File: src/rtl/div16_by8_seq.sv
// Sequential restoring divider: 16-bit dividend / 8-bit divisor, one quotient
// bit per clock, start/done handshake. Divide-by-zero returns a saturated
// quotient and flags dbz without iterating.
module div16_by8_seq (
  input  logic        clk,
  input  logic        rst_n,
  input  logic        start,
  input  logic [15:0] A,
  input  logic [7:0]  B,
  output logic [15:0] Q,
  output logic [7:0]  R,
  output logic        busy,
  output logic        done,
  output logic        dbz
);

  typedef enum logic [1:0] {
    S_IDLE,
    S_RUN,
    S_DONE
  } state_t;

  state_t      state;
  logic [15:0] d;        // dividend shifter, fills with quotient bits
  logic [7:0]  dv;       // captured divisor
  logic [7:0]  p;        // partial remainder; always < dv, so bit 8 is never set
  logic [3:0]  cnt;      // iterations remaining after the current one

  logic [8:0]  t;        // 9-bit trial value {P, next dividend bit}
  logic        q_bit;
  logic [7:0]  p_next;
  logic [15:0] d_next;

  // One restoring step: shift in a dividend bit, subtract if it fits.
  always_comb begin
    t      = {p, d[15]};
    q_bit  = (t >= {1'b0, dv});
    // When the subtraction is taken the true result is below dv, so the
    // low 8 bits of the modular difference are exact.
    p_next = q_bit ? (t[7:0] - dv) : t[7:0];
    d_next = {d[14:0], q_bit};
  end

  // Control FSM with registered handshake outputs and result registers.
  always_ff @(posedge clk) begin
    if (!rst_n) begin
      // NOTE: datapath registers are cleared too so an aborted divide leaves
      // no stale operands behind; they are ordinary flops, not memory.
      state <= S_IDLE;
      d     <= '0;
      dv    <= '0;
      p     <= '0;
      cnt   <= '0;
      Q     <= '0;
      R     <= '0;
      busy  <= 1'b0;
      done  <= 1'b0;
      dbz   <= 1'b0;
    end else begin
      // NOTE: non-blocking assignments throughout, so every branch sees the
      // pre-edge values of state, cnt, d and p.
      done <= 1'b0;
      unique case (state)
        S_IDLE, S_DONE: begin
          if (start) begin
            if (B == 8'd0) begin
              state <= S_DONE;
              Q     <= 16'hFFFF;
              R     <= A[7:0];
              dbz   <= 1'b1;
              done  <= 1'b1;
            end else begin
              state <= S_RUN;
              d     <= A;
              dv    <= B;
              p     <= '0;
              cnt   <= 4'd15;
              busy  <= 1'b1;
            end
          end else begin
            state <= S_IDLE;
          end
        end
        S_RUN: begin
          d <= d_next;
          p <= p_next;
          if (cnt == 4'd0) begin
            state <= S_DONE;
            busy  <= 1'b0;
            done  <= 1'b1;
            Q     <= d_next;
            R     <= p_next;
            dbz   <= 1'b0;
          end else begin
            cnt <= cnt - 4'd1;
          end
        end
        default: begin
          state <= S_IDLE;
          busy  <= 1'b0;
        end
      endcase
    end
  end

endmodule

File: config.mk
export PLATFORM = sky130hd
export DESIGN_NAME = div16_by8_seq
export DESIGN_NICKNAME = d
export VERILOG_FILES = /design/src/rtl/div16_by8_seq.sv
export SDC_FILE = /design/constraint.sdc
export NUM_CORES = 1
export LEC_CHECK = 0
export BUFFER_PORTS_ARGS = -buffer_cell sky130_fd_sc_hd__buf_2
export CORE_UTILIZATION = 58
export CTS_BUF_LIST = sky130_fd_sc_hd__clkbuf_2
export CTS_CLUSTER_SIZE = 16
export DETAILED_ROUTE_END_ITERATION = 7
export PLACE_DENSITY_LB_ADDON = 0.2
export REMOVE_ABC_BUFFERS = 1
export SETUP_SLACK_MARGIN = 0.3
export SLEW_MARGIN = 20
export SYNTH_ARGS = -nofsm -noshare
export SYNTH_HDL_FRONTEND = slang
export SYNTH_SLANG_ARGS = --single-unit
File: constraint.sdc
create_clock -name clk -period 2.95 [get_ports clk]
set_input_delay 0.59 -clock clk [delete_from_list [all_inputs] [get_ports clk]]
set_output_delay 0.59 -clock clk [all_outputs]
set_load 0.02 [all_outputs]
==> flow_metrics.py, run 1 <==
metrics = {
    "global_routing": {
        "antenna_found_initial": 0,
        "grt_max_degree": 41,
        "first_global_vias": 2599,
        "grt_pass1_wl_mm": 11.9,
        "grt_overflow": 0,
        "grt_usage": 0.276,
    },
    "sta": {
        "rsz0062_at_grt": "no",
        "hold_viol_final": 0,
        "drv_slew": 0,
        "fmaxAchievable_ghz": 0.407,
        "worstMarginPinSlew_ps": 792,
        "setup_ws_ps": 492,
        "setup_viol": 0,
        "fin_crit_ps": 2460,
        "fin_worst_skew_ps": 33.7,
        "tns_ps": 0,
        "finalCritPeriodShare": 0.833,
        "slew_headroom": 0.472,
    },
    "route": {
        "drc": 0,
        "routed.top_layer": "met4",
        "vias": 2914,
        "dr_wl_met2_mm": 3.35,
        "drtIter0Drc": 239,
        "drt-total-wl_mm": 7.39,
        "wl_per_cell_um": 14.4,
        "viasPerCell": 5.68,
        "drt_pass1_iterations": 4,
        "antenna_left": 0,
        "wl_met3_um": 359,
        "met1_length_mm": 3.53,
    },
    "synth": {
        "synth.distinct_cells": 52,
        "async_flop_share": 0,
        "postSynthCellCount": 391,
        "ys_ff_latch": 65,
        "synth_top_area_share": 0.412,
        "synthesis.area_mm2": 0.00316,
        "avgSynthCellArea_um2": 8.08,
        "yosysWarnings": 0,
        "synth_enable_flop_cells": 0,
        "synthTopCellsByArea": "dfxtp_1, nand2_1, a21oi_1, ha_1, nor2_1",
        "ys.flop_type": "dfxtp_1",
        "ys_seq_area_frac": 0.412,
        "synth_area_leader_cell": "dfxtp_1",
    },
    "floorplan": {
        "fp.dieW_um": 75.8,
        "rows": 26,
        "io_pins": 54,
        "start_util": 0.611,
        "die_h_um": 75.8,
        "die_area_mm2": 0.00575,
        "core-area_mm2": 0.00517,
    },
    "finish": {
        "drive_gt1_frac": 0.194,
        "antenna_cells": 0,
        "n_fill_cell": 415,
        "area_delta_synth_final_pct": 13.3,
        "nets": 475,
        "fin_util": 0.693,
        "seq_area_mm2": 0.00130,
        "final_area_mm2": 0.00358,
        "multi_input_area_mm2": 0.00168,
    },
    "critical_path": {
        "path_class": "reg2reg",
        "slowest_delay_ps": 440,
        "rr_worst_depth": 8,
        "cp-start-kind": "flop",
        "worstPathCellList": "inv_1 > ha_1 > fa_1 > nand2b_1 > a211oi_1 > mux2i_1 > a31oi_1 > o311a_1",
        "required_ps": 3360,
        "crit_start": "d[15]",
        "cp-end-kind": "flop",
        "rr_endpoint": "R[6]",
        "critical_path.endpoint": "R[6]",
        "r2r_slack_ps": 490,
        "critPathMaxFanout": 3,
        "r2r-start": "d[15]",
        "crit_slowest_cell": "dfxtp_1",
        "arrival_ps": 2870,
    },
    "place": {
        "port_buffers": 53,
        "place_congestion": 0.821,
        "dpl-instance-area_mm2": 0.00346,
        "dp_hpwl_mm": 5.19,
        "dp_slack_ps": 327,
    },
    "power": {
        "p_comb_frac": 0.292,
        "finalPower_w": 0.00222,
        "switchingPower_w": 0.000813,
        "power_frac_seq": 0.455,
        "intPower_w": 0.00141,
        "power.density_mw_per_mm2": 620,
        "switching_share": 0.366,
        "clkPwrFrac": 0.253,
        "leakagePower_nw": 1.52,
        "vdd_drop_max_mv": 0.333,
    },
    "clock_network": {
        "clockRootBuffer": "clkbuf_2",
        "cts_htree_levels": 3,
        "clk_transition_reported_paths_ps": 220,
        "clock_latency_ps": 510,
        "postCtsResizedCells": 0,
        "postCtsSetupBuffers": 0,
        "cts_sinks": 65,
        "cts_buffer_depth": 2,
        "numCtsBuffers": 9,
        "hold_buffers": 0,
        "cts_tree": "yes",
    },
    "run": {
        "drv_cap": 0,
    },
    "run_status": {
        "outcome": "finished clean",
    },
    "worst_hold_path": {
        "hold_path_class": "in2reg",
    },
}
==> worst min-delay path by stage <==
stage | slack [ps] | start | to | depth (start not counted)
floorplan | 440 | dv[2] | dv[2] | 2
global route | 310 | A[3] | d[3] | 3
finish | 320 | A[3] | d[3] | 3
detailed placement | 440 | Q[5] | Q[5] | 2
global placement | 440 | Q[1] | Q[1] | 2
CTS | 300 | A[11] | d[11] | 3
==> stage by stage <==
stage	hold slack, ps	instances
2_1_floorplan	436	367
3_5_place_dp	443	497
5_1_grt	312	513
3_3_place_gp	437	497
4_1_cts	298	513
6_report	319	513
==> cell type report <==
| type | instances | area share |
|---|---|---|
| inverter | 19 | 0.0199 |
| sequential | 65 | 0.363 |
| tap | 70 | 0.0244 |
| clock buffer | 9 | 0.0126 |
| multi-input combinational | 283 | 0.469 |
| clock inverter | 7 | 0.0217 |
| timing repair buffer | 60 | 0.0887 |
==> cells in the mapped netlist (3+ instances only) <==
cell type and n:
o21ai_1 16, nor2b_1 5, a211oi_1 10, dfxtp_1 65, buf_2 7, a21oi_1 36, nand3_1 8, o21ai_0 17
mux2i_1 6, nor2_1 29, clkbuf_1 16, and2_1 4, a31oi_1 12, xnor2_1 3, inv_1 19, nand2b_1 3
nand2_1 72, ha_1 9, a311oi_1 6, o2bb2ai_1 3, nor3_1 7, a32oi_1 3
==> logic make-up after synthesis <==
family                   count (synthesis)  share of synthesized area
AO/OA/AOI/OAI                          124                      0.254
XOR/XNOR                                 4                     0.0111
adder cells (fa/ha/maj)                 10                     0.0420
buffers and inverters                   43                     0.0562
flip-flops                              65                      0.412
multiplexers                             6                     0.0190
AND/OR/NAND/NOR                        139                      0.206
==> power by group through the flow <==
stage / combinational [W] / sequential, W / clock, W
floorplan: 0.000439 / 0.00105 / 0
global placement: 0.000628 / 0.00102 / 0
detailed placement: 0.000640 / 0.00103 / 0
CTS: 0.000642 / 0.00101 / 0.000570
global route: 0.000713 / 0.00102 / 0.000608
finish: 0.000648 / 0.00101 / 0.000562
==> critical path: cells and delay by family, from the launching register on <==
family	cells	cell delay, ps
AND/OR/NAND/NOR	1	180
adder cells (fa/ha/maj)	2	640
flip-flops	1	440
AO/OA/AOI/OAI	3	820
multiplexers	1	230
buffers and inverters	1	70
==> state kept, by name (all words and copies together), names as in the netlist, 2 cells and up <==
signal	cells
Q	16
R	8
cnt	4
d	16
dv	8
p	8
state	2
==> layout by cell type (no fill, tap or decap), drive strengths merged, types with 2 or more instances in the layout <==
cell type and instances:
ha 9, o211ai 2, inv 21, mux2i 6, nor2b 5, o2bb2ai 3, a31oi 12, nand2b 3
a211oi 11, nor2 29, nand3 9, and3 2, a22o 2, clkbuf 9, a221oi 3, nand2 72
a32oi 3, dfxtp 65, o21ai 33, nor3 8, buf 60, and2 4, a21o 2, a311oi 6
xnor2 3, clkinv 3, nor4 2, a21oi 36
==> routing by layer <==
layer  track usage  vias up
met4         0.107        0
met5             0        -
met1         0.395     1348
met2         0.417       76
li1              -     1475
met3        0.0437       15
No activity file was read; power rests on OpenSTA's default activity.
==> run 2, diff against run 1 <==
Settings changed: ABC_AREA set to 1, CORE_UTILIZATION 58 to 53.
Clock period 2.95 ns to 2 ns, I/O delays scaled along.
==> run 2 against run 1 <==
Via count up 19%. Register-to-register slack got worse by 310 ps. First-iteration DRC count shrank 26%.
==> flow_metrics.py, run 2 <==
metrics = {
    "place": {
        "dpl-instance-area_mm2": 0.00382,
        "dp_hpwl_mm": 5.84,
        "port_buffers": 53,
        "place_congestion": 0.990,
        "placed_cells": 605,
    },
    "sta": {
        "setup_viol": 0,
        "fin_crit_ps": 1820,
        "hold_viol_final": 0,
        "fmaxAchievable_ghz": 0.551,
        "slew_headroom": 0.701,
        "drv_slew": 0,
        "tns_ps": 0,
        "finalCritPeriodShare": 0.908,
        "rsz0062_at_grt": "yes",
        "worstMarginPinSlew_ps": 448,
        "fin_worst_skew_ps": 17.8,
    },
    "synth": {
        "synthesis.area_mm2": 0.00353,
        "ys.flop_type": "dfxtp_1",
        "yosysWarnings": 0,
        "ys_seq_area_frac": 0.369,
        "synthTopCellsByArea": "dfxtp_1, nand2_1, inv_1, nand3_1, nor2_1",
        "synth_enable_flop_cells": 0,
        "netlist_top_cells_count": "nand2_1, inv_1, dfxtp_1, nor2_1, nand3_1",
        "postSynthCellCount": 493,
        "synth.most_common_cell": "nand2_1",
        "synth_area_leader_cell": "dfxtp_1",
        "ys_ff_latch": 65,
        "avgSynthCellArea_um2": 7.15,
        "async_flop_share": 0,
        "synth_top_area_share": 0.369,
        "synth.distinct_cells": 39,
    },
    "floorplan": {
        "rows": 29,
        "io_pins": 54,
        "die_area_mm2": 0.00698,
        "core-area_mm2": 0.00639,
        "fp.dieW_um": 83.6,
        "die_h_um": 83.6,
        "start_util": 0.552,
    },
    "global_routing": {
        "antenna_found_initial": 0,
        "first_global_vias": 3166,
        "grt_usage": 0.267,
        "grt_pass1_wl_mm": 15.0,
        "grt_overflow": 0,
        "grt_max_degree": 41,
    },
    "clock_network": {
        "cts_htree_levels": 3,
        "clk_transition_reported_paths_ps": 190,
        "cts_buffer_depth": 2,
        "numCtsBuffers": 9,
        "clock_latency_ps": 500,
        "cts_tree": "yes",
        "cts_sinks": 65,
        "clockRootBuffer": "clkbuf_2",
    },
    "finish": {
        "nets": 593,
        "area_delta_synth_final_pct": 25.7,
        "antenna_cells": 0,
        "drive_gt1_frac": 0.344,
        "fin_util": 0.694,
        "final_cell_mix": "nand2_1, inv_1, buf_2, dfxtp_1, nor2_1",
        "final_area_mm2": 0.00443,
        "final_cells": 638,
        "reg_top3": "Q (16), d (16)",
        "final_common_cell": "nand2_1",
    },
    "critical_path": {
        "cp-start-kind": "flop",
        "slowest_delay_ps": 400,
        "crit_start": "d[15]",
        "rr_worst_depth": 11,
        "worstPathCellList": "inv_2 > ha_4 > fa_2 > inv_2 > nand3_2 > nand3_2 > xor2_2 > nand3_4 > nand3_2 > nand2_1 > inv_1",
        "rr_endpoint": "p[4]",
        "r2r_slack_ps": 180,
        "required_ps": 2460,
        "cp_common_cell": "nand3_2",
        "critPathMaxFanout": 3,
        "r2r-start": "d[15]",
        "path_class": "reg2reg",
        "cp-end-kind": "flop",
        "critical_path.endpoint": "p[4]",
        "arrival_ps": 2280,
        "crit_slowest_cell": "fa_2",
    },
    "run_status": {
        "outcome": "finished clean",
    },
    "route": {
        "drt-total-wl_mm": 9.56,
        "drc": 0,
        "wl_per_cell_um": 15.0,
        "antenna_left": 0,
        "viasPerCell": 5.43,
        "drt_pass1_iterations": 4,
        "drtIter0Drc": 178,
        "vias": 3462,
    },
    "power": {
        "finalPower_w": 0.00413,
        "vdd_drop_max_mv": 0.666,
        "leakagePower_nw": 2.24,
        "power.density_mw_per_mm2": 931,
    },
    "worst_hold_path": {
        "hold_path_class": "in2reg",
        "whs_path_depth": 3,
        "hp-start": "A[7]",
    },
    "run": {
        "drv_cap": 0,
    },
}
[run 2: changes by cell type after synthesis, moves of 14 or more]
cell | previous run | this run
nand2_1 | 72 | 101
o211ai_1 | 2 | 17
inv_1 | 19 | 77
nand3_1 | 8 | 34
nor2_1 | 29 | 43
[run 2: logic make-up (layout without fill, tap and decap cells)]
group	after synthesis	count (layout)	synth area share
compound gates	86	86	0.142
xor+xnor	3	3	0.00745
fa+ha+maj	10	10	0.0376
buf+inv	112	178	0.139
flops	65	65	0.369
simple gates	217	219	0.304
[run 2: area by class of cell]
class	count	area [µm²]
Clock inverter	7	85.1
Sequential cell	65	1320
Fill cell	545	1950
Tap cell	77	96.3
Multi-Input combinational cell	318	2050
Clock buffer	9	45.0
Timing Repair Buffer	74	485
Inverter	88	348
[run 2: critical path, delay by kind of cell, from the launching register on]
family / cells / cell delay [ps]
and+or+nand+nor: 5 / 420
xor gates and xnor gates: 1 / 240
buffers and inverters: 3 / 170
adders and majority gates: 2 / 560
DFF: 1 / 390
[run 2: routing by layer]
layer / vias to the layer above / GRT usage / share of wire / wire length, µm
li1: 1704 / - / - / -
met1: 1608 / 0.350 / 0.44 / 4230
met2: 121 / 0.415 / 0.47 / 4510
met3: 29 / 0.0514 / 0.053 / 507
met4: 0 / 0.142 / 0.033 / 311
met5: - / 0 / 0 / 0
[run 2: repair_timing]
action / in CTS / in global routing
cloned: 2 / 1
endpoints found under the setup margin: 18 / 32
setup buffers: 9 / 5
hold endpoints to repair: 0 / 0
resized for setup: 35 / 53
pin swaps: 17 / 29
hold buffers: 0 / 0
[run 2: power breakdown]
group	leakage [nW]	internal [W]	total [W]	switching, W
sequential	0.538	0.00143	0.00152	0.0000875
combinational	1.63	0.000645	0.00172	0.00107
clock	0.0768	0.000401	0.000888	0.000487
[run 2: per-stage QoR]
stage,hold WS (ps),setup WS [ps]
floorplan,435,-233
global placement,450,115
detailed placement,457,119
CTS,155,299
global route,147,109
finish,185,185
[run 2: worst min path at each step]
stage               endpoint  slack [ps]
global placement       d[10]         450
CTS                     d[7]         160
global route            d[7]         150
floorplan              dv[2]         430
detailed placement     d[14]         460
finish                  d[7]         180
==> run 3, diff against run 2 <==
Settings changed: MAX_ROUTING_LAYER set to met4, RECOVER_POWER set to 100, REMOVE_ABC_BUFFERS 1 to not set.
==> run 3 against run 2 <==
Non-clock buffer count decreased by 4. Sequential share of layout area rose by 0.99 points. Highest routed layer unchanged. Global-route usage is 0.45 points higher. Sequential power about the same. Die area unchanged. Routed wire length shrank 6.4%.
==> flow_metrics.py, run 3 (synthesized netlist as in run 2, its figures left out) <==
metrics = {
    "sta": {
        "fin_crit_ps": 1820,
        "slew_headroom": 0.672,
        "finalCritPeriodShare": 0.912,
        "drv_slew": 0,
        "holdWs_ps": 173,
        "worstMarginPinSlew_ps": 491,
        "tns_ps": 0,
        "hold_viol_final": 0,
        "setup_viol": 0,
        "fin_worst_skew_ps": 18.3,
        "fmaxAchievable_ghz": 0.548,
        "rsz0062_at_grt": "yes",
    },
    "global_routing": {
        "antenna_found_initial": 0,
        "grt_pass1_wl_mm": 14.8,
        "grt_overflow": 0,
        "grt_usage": 0.271,
        "grt_max_degree": 39,
        "first_global_vias": 3223,
    },
    "floorplan": {
        "rows": 29,
        "die_area_mm2": 0.00698,
        "die_h_um": 83.6,
        "io_pins": 54,
        "start_util": 0.552,
        "fp.dieW_um": 83.6,
        "core-area_mm2": 0.00639,
    },
    "clock_network": {
        "cts_sinks": 65,
        "hold_buffers": 0,
        "cts_htree_levels": 3,
        "clk_transition_reported_paths_ps": 190,
        "clock_latency_ps": 490,
        "numCtsBuffers": 9,
        "cts_tree": "yes",
        "clockRootBuffer": "clkbuf_2",
        "cts_buffer_depth": 2,
    },
    "finish": {
        "drive_gt1_frac": 0.273,
        "final_common_cell": "nand2_1",
        "n_fill_cell": 565,
        "fin_util": 0.671,
        "nets": 589,
        "area_delta_synth_final_pct": 21.6,
        "antenna_cells": 0,
        "multi_input_area_mm2": 0.00203,
        "final_cell_mix": "nand2_1, inv_1, dfxtp_1, nor2_1",
        "seq_area_mm2": 0.00132,
        "reg_top3": "Q (16), d (16)",
    },
    "synth": {
        "syn_nets": 530,
    },
    "route": {
        "drt_pass1_iterations": 5,
        "antenna_left": 0,
        "drt-total-wl_mm": 8.95,
        "drc": 0,
        "wl_per_cell_um": 14.1,
        "viasPerCell": 5.28,
        "vias": 3345,
        "drtIter0Drc": 214,
    },
    "place": {
        "place_congestion": 0.859,
        "port_buffers": 53,
        "dp_hpwl_mm": 5.83,
    },
    "run_status": {
        "outcome": "finished clean",
    },
    "power": {
        "leakagePower_nw": 2.08,
        "finalPower_w": 0.00384,
        "vdd_drop_max_mv": 0.617,
        "power.density_mw_per_mm2": 895,
    },
    "critical_path": {
        "critPathMaxFanout": 2,
        "required_ps": 2440,
        "path_class": "reg2reg",
        "arrival_ps": 2260,
        "cp-end-kind": "flop",
        "cp-start-kind": "flop",
    },
    "worst_hold_path": {
        "hold_path_class": "in2reg",
    },
    "run": {
        "drv_cap": 0,
    },
}
[run 3: cell count changes in the layout (fill, tap and decap cells not counted), moves of 4 or more]
cell,change
buf_2,-27
clkbuf_1,+27
nand2_4,+5
nand3_1,+4
o21ai_0,+7
o21ai_1,-6
[run 3: cell type report]
cell class              count  share of cell area
flip-flops and latches     65               0.307
clock buffers               9              0.0105
repair buffers             70              0.0925
clock inverters             7              0.0143
well taps                  77              0.0225
inverters                  88              0.0800
multi-input cells         318               0.473
[run 3: critical path, stage by stage (launching register included)]
cell and delay (ps):
dfxtp_1 390, inv_2 60, ha_4 170, fa_2 420
inv_2 90, nand3_2 70, nand3_2 80, xor2_2 150
nand3_1 140, nand3_2 120, nand2_1 50, inv_1 60
[run 3: metal layers]
layer | share of wire | GRT usage | vias up
met2 | 0.49 | 0.438 | 82
met1 | 0.44 | 0.326 | 1550
li1 | - | - | 1697
met4 | 0.021 | 0.131 | 0
met3 | 0.040 | 0.0514 | 16
met5 | 0 | - | -
[run 3: repair_timing]
item	CTS	global route
gates resized for setup	30	58
setup buffers	3	4
pin swaps	8	33
gates cloned	3	1
setup endpoints to repair	20	32
hold endpoints to repair	0	0
[run 3: stage by stage]
stage / instances / cell area (µm²) / setup slack [ps]
floorplan: 493 / 3530 / 349
global placement: 607 / 3820 / 105
detailed placement: 607 / 3820 / 116
CTS: 629 / 4150 / 289
global route: 634 / 4290 / 111
finish: 634 / 4290 / 176
[run 3: where the power goes]
part           internal (W)  switching [W]
logic              0.000593       0.000978
clock network      0.000273       0.000477
registers           0.00143      0.0000856
[run 3: worst paths after layout]
kind / from / slack, ps / to / depth (start not counted)
worst max-delay path: d[15] / 180 / p[4] / 11
worst min-delay path: A[7] / 170 / d[7] / 3
worst max register to register: d[15] / 180 / p[4] / 11
worst min register to register: d[8] / 480 / d[8] / 2
